[src/rtl/shift_reg_seq.sv]
// Sequencer for a parallel-load, bidirectional serial shift register.
// Accepts a command, loads the word, issues LEN shift pulses paced by a
// clock divider, then returns the final register image as a response.
module shift_reg_seq #(
  parameter int WIDTH = 16,
  parameter int DIV   = 4
) (
  input  logic             clk,
  input  logic             reset,
  input  logic             cmd_valid,
  output logic             cmd_ready,
  input  logic [WIDTH-1:0] cmd_data,
  input  logic             cmd_dir,
  input  logic [4:0]       cmd_len,
  input  logic             abort,
  input  logic             rx_bit,
  output logic             tx_bit,
  output logic             tx_bit_valid,
  output logic             rsp_valid,
  input  logic             rsp_ready,
  output logic [WIDTH-1:0] rsp_data,
  output logic             rsp_aborted,
  output logic             reg_load,
  output logic [WIDTH-1:0] reg_pdata,
  output logic             reg_shift_right,
  output logic             reg_shift_left,
  output logic             reg_serial_in,
  input  logic [WIDTH-1:0] reg_qdata,
  input  logic             reg_serial_out
);
  localparam int            DW      = (DIV > 1) ? $clog2(DIV) : 1;
  localparam int            LW      = $clog2(WIDTH + 1);
  localparam logic [DW-1:0] DIV_TOP = DW'(DIV - 1);

  typedef enum logic [1:0] {IDLE, LOAD, SHIFT, DONE} state_t;
  state_t state, state_nxt;

  logic [WIDTH-1:0] data_q, rsp_q;
  logic             dir_q, aborted_q, done_first_q, tx_vld_q;
  logic [LW-1:0]    len_q, cnt_q, len_eff;
  logic [DW-1:0]    div_q;
  logic             pulse, last_pulse;

  // Effective length: 0 (and anything beyond the register) means a full word.
  always_comb begin
    len_eff = LW'(WIDTH);
    if (cmd_len != '0 && 32'(cmd_len) <= 32'(WIDTH)) len_eff = LW'(cmd_len);
  end

  // A pulse fires when the divider is at its top; abort or reset suppresses it
  // so the register never sees a stray edge while we bail out.
  assign pulse      = (state == SHIFT) && (div_q == DIV_TOP) && !abort && !reset;
  assign last_pulse = pulse && ((cnt_q + LW'(1)) == len_q);

  // Next-state and control outputs.
  always_comb begin
    state_nxt       = state;
    cmd_ready       = 1'b0;
    reg_load        = 1'b0;
    reg_shift_right = 1'b0;
    reg_shift_left  = 1'b0;
    reg_serial_in   = 1'b0;
    rsp_valid       = 1'b0;
    case (state)
      IDLE: begin
        cmd_ready = 1'b1;
        if (cmd_valid) state_nxt = LOAD;
      end
      LOAD: begin
        reg_load  = !reset;
        state_nxt = abort ? DONE : SHIFT;
      end
      SHIFT: begin
        reg_shift_right = pulse && !dir_q;
        reg_shift_left  = pulse && dir_q;
        reg_serial_in   = pulse && rx_bit;
        if (abort || last_pulse) state_nxt = DONE;
      end
      DONE: begin
        rsp_valid = 1'b1;
        if (rsp_ready) state_nxt = IDLE;
      end
      default: state_nxt = IDLE;
    endcase
  end

  // The register's qdata already holds the final image in DONE's first
  // cycle, so pass it through then and serve the captured copy afterwards.
  assign rsp_data     = done_first_q ? reg_qdata : rsp_q;
  assign rsp_aborted  = aborted_q;
  assign reg_pdata    = data_q;
  assign tx_bit       = reg_serial_out;
  assign tx_bit_valid = tx_vld_q;

  // State register.
  always_ff @(posedge clk) begin
    if (reset) state <= IDLE;
    else       state <= state_nxt;
  end

  // Command latch, divider / bit counter, response capture and tx valid.
  always_ff @(posedge clk) begin
    if (reset) begin
      data_q       <= '0;
      dir_q        <= 1'b0;
      len_q        <= '0;
      cnt_q        <= '0;
      div_q        <= '0;
      rsp_q        <= '0;
      aborted_q    <= 1'b0;
      done_first_q <= 1'b0;
      tx_vld_q     <= 1'b0;
    end else begin
      tx_vld_q     <= pulse;
      done_first_q <= (state != DONE) && (state_nxt == DONE);
      if (done_first_q) rsp_q <= reg_qdata;
      case (state)
        IDLE: if (cmd_valid) begin
          data_q <= cmd_data;
          dir_q  <= cmd_dir;
          len_q  <= len_eff;
        end
        LOAD: begin
          div_q <= DIV_TOP;
          cnt_q <= '0;
          if (abort) aborted_q <= 1'b1;
        end
        SHIFT: begin
          if (abort) aborted_q <= 1'b1;
          else if (div_q == DIV_TOP) begin
            div_q <= '0;
            cnt_q <= cnt_q + LW'(1);
          end else div_q <= div_q + DW'(1);
        end
        DONE: if (rsp_ready) begin
          aborted_q <= 1'b0;
          div_q     <= '0;
          cnt_q     <= '0;
        end
        default: ;
      endcase
    end
  end
endmodule

[config.mk]
export PLATFORM = sky130hd
export DESIGN_NAME = shift_reg_seq
export DESIGN_NICKNAME = d
export VERILOG_FILES = /design/src/rtl/shift_reg_seq.sv
export SDC_FILE = /design/constraint.sdc
export NUM_CORES = 1
export LEC_CHECK = 0
export CORE_UTILIZATION = 39
export DETAILED_ROUTE_END_ITERATION = 12
export GPL_ROUTABILITY_DRIVEN = 0
export GPL_TIMING_DRIVEN = 0
export PLACE_DENSITY = 0.76
export SETUP_SLACK_MARGIN = 0.02
export SLEW_MARGIN = 20
export SYNTH_ARGS = -nofsm -noshare
export SYNTH_HDL_FRONTEND = slang
export SYNTH_SLANG_ARGS = --single-unit
[constraint.sdc]
create_clock -name clk -period 1.6 [get_ports clk]
set_input_delay 0.32 -clock clk [delete_from_list [all_inputs] [get_ports clk]]
set_output_delay 0.32 -clock clk [all_outputs]
set_load 0.03 [all_outputs]
==> summary.txt <==
Worst Hold Launch: cmd_len[0]
Synth warnings: 0
Reg2reg setup slack: -0.12 ns
Worst Hold Class: in2reg
Cell taking the most area after synthesis: dfxtp_1
Syn avg cell area: 9.05 um^2
TritonCTS clock tree: yes
Via-per-instance ratio: 4.95
Ys async rst share: 0%
Ant. Diodes: 0
Critical path class: reg2out
Top-area cell type share of the netlist area: 45.1%
Clock buffer depth: 2
Power Total: 4230 uW
DIE HEIGHT: 77.4 um
Routed Antenna Nets: 0
Final Cycle Share: 109%
Die width: 77.4 um
Gate power share: 43.4%
Share of layout cells above drive strength 1: 34.8%
Register area share after synthesis: 45.1%
Reg clk slew, reported paths: 0.10 ns
TritonCTS buffer count: 5
DRC: 0
Area grow syn2layout: 75.9%
Final setup skew: 0.00996 ns
Core Area: 5510 um^2
Number of global-route vias before repair: 2100
Critical Path RT: 1.28 ns
Setup violators final: 25
Worst R2R End: cnt_q[2]$_SDFFE_PP0P_
Type of origin of the critical path: register
Die ar.: 5990 um^2
Rel. slew slack: 59.0%
Clock root buffer: clkbuf_8
Htree depth: 2
Failing checks: negative setup slack
Post-place setup slack: -0.790 ns
CP startpoint: div_q[1]$_SDFFE_PP0P_
Clk_lat worst skew: 0.31 ns
Antenna violations before repair: 0
Cells after Synth: 245
Sw Ratio: 34.0%
Pin count of the biggest net entering global routing: 16
Int Pwr: 2790 uW
1st-iter DRT viols: 52
EDFF count, synth: 0
Pwr Density: 1080 nW/um^2
Mapped cell area: 2220 um^2
FF+latch count, synth: 50
Yosys cell types: 34
CP Max Fanout: 4
Total clock sinks: 50
CP max-delay cell: dfxtp_1
Power share of the clock group: 20.9%
Worst path cell trace: ha_4 > and4bb_2 > and2_4 > buf_6
Crit end category: output port
Flop pwr share: 35.7%
Via count: 2148
Status: finished with violations
IO Port Bufs: 83
WP data arrival: 1.43 ns
Top cells by area, synth: dfxtp_1 (45%), mux2_2 (8.1%), a21oi_1 (7.0%), nand2_1 (6.9%), nor2b_1 (5.4%)
Final WL: 6390 um
Worst hold endpoint: len_q[0]$_SDFFE_PP0P_
Slew @ Worst Pin: 0.615 ns
Mapped Nets: 298
Routed len/inst: 14.7 um
Most used DFF post-synth: dfxtp_1
Total Routing Usage GR: 19.5%
RSZ-0062 raised after global routing: yes
Commonest non-fill, non-tap cells in the layout: dfxtp_1 (46), nand2_1 (40), clkdlybuf4s50_1 (39)
Initial core utilization: 40.3%
Max VDD drop: 0.619 mV
Number of fill cells in the layout: 419
Setup WS post-layout: -0.147 ns
Tmin final: 1.75 ns
Most common cell after layout, fill and taps aside: dfxtp_1
I/O pin count: 86
CP max stage delay: 0.39 ns
# nets final: 414
Fmax: 572 MHz
Max Slew Vio Count: 0
Sw power: 1440 uW
Global-route wire length before repair: 9490 um
Max_cap viols: 0
Worst r2r src: state[0]$_SDFF_PP0_
FF-to-FF path depth: 6
Final Hold Vio Count: 0
Worst hold stages: 3
Global route total overflow: 0
Hold-fix buffers at CTS: 0
Number of detailed-route iterations in the first pass: 5
Row Count: 27
Pleak: 0.00165 uW
DP HPWL: 3770 um
==> flip-flops by register name, summed over array words and instances (netlist names) <==
name	flops
cnt_q	5
reg_pdata	16
state	2
div_q	2
done_first_q	1
len_q	5
rsp_q	16
tx_bit_valid	1
dir_q	1
rsp_aborted	1
==> worst max-delay path, delay by kind of cell, from the launching register on <==
kind,cells,cell delay [ns]
flops,1,0.39
fa+ha+maj,1,0.18
simple gates,2,0.42
buf+inv,1,0.12
==> worst max path at each step <==
stage | end | slack (ns)
finish | reg_serial_in | -0.15
global route | reg_serial_in | -0.18
CTS | reg_serial_in | -0.13
detailed placement | reg_serial_in | -0.79
global placement | reg_shift_left | -0.77
floorplan | cnt_q[1]$_SDFFE_PP0P_ | -0.006
==> cell usage after synthesis, types with 2 or more instances <==
library cell  count
mux2_2           16
dfxtp_1          50
xnor2_1           4
clkbuf_1         14
nand3b_1          5
nand2b_1          3
nand2_1          41
nor2_1            7
a21oi_1          31
nand3_1           2
xor2_1            2
ha_1              8
o2111ai_1         2
and2_1            5
o21ai_0           4
or3_1             3
nor3_1            2
a211o_1           2
inv_1             4
o21bai_1          2
a211oi_1          7
nor2b_1          19
==> kinds of logic (layout without fill, tap and decap cells) <==
logic type,Yosys count,after routing,synth area share (%)
buffers and inverters,20,137,3.61
AND/OR/NAND/NOR,95,95,22.7
flip-flops,50,50,45.1
multiplexers,16,16,8.13
XOR/XNOR,6,6,2.37
AO/OA/AOI/OAI,50,50,13.5
adder cells (fa/ha/maj),8,8,4.51
==> routing by layer <==
layer	track usage, %	vias to the layer above	share of wire, %
li1	-	1066	-
met1	24.0	992	43
met2	32.6	78	49
met3	5.53	12	6.2
met4	6.60	0	1.6
met5	0	-	0
==> metrics by stage <==
step / area (um^2) / util (%) / instances / TNS (ns) / hold WS (ns)
6_report: 3900 / 70.8 / 434 / -1.75 / 0.340
5_1_grt: 3900 / 70.8 / 434 / -2.70 / 0.349
4_1_cts: 3550 / 64.4 / 417 / -1.29 / 0.457
3_5_place_dp: 3200 / 58.2 / 400 / -20.76 / 0.450
3_3_place_gp: 3200 / 58.2 / 400 / -20.12 / 0.441
2_1_floorplan: 2280 / - / 245 / -0.00599 / 0.443
==> area by class of cell <==
cell class / instances / area [um^2] / area share (%)
buffer: 14 / 119 / 3.05
clock buffer: 6 / 72.6 / 1.86
timing repair buffer: 111 / 1130 / 28.9
clock inverter: 2 / 37.5 / 0.962
inverter: 4 / 17.5 / 0.449
tap: 72 / 90.1 / 2.31
sequential: 50 / 1010 / 26.0
multi-input combinational: 175 / 1420 / 36.5
==> power groups by stage <==
stage | sequential, uW | clock [uW] | combinational (uW)
detailed placement | 1520 | 0 | 1280
floorplan | 1650 | 0 | 679
global route | 1530 | 942 | 1960
global placement | 1520 | 0 | 1260
finish | 1510 | 885 | 1840
CTS | 1500 | 892 | 1530
==> timing repair <==
action / in CTS / in global routing
buffers inserted: 11 / 14
endpoints found under the setup margin: 71 / 54
gates resized for setup: 203 / 58
gates cloned: 0 / 3
pin swaps: 17 / 8
Power figures use the tool's default switching activity.
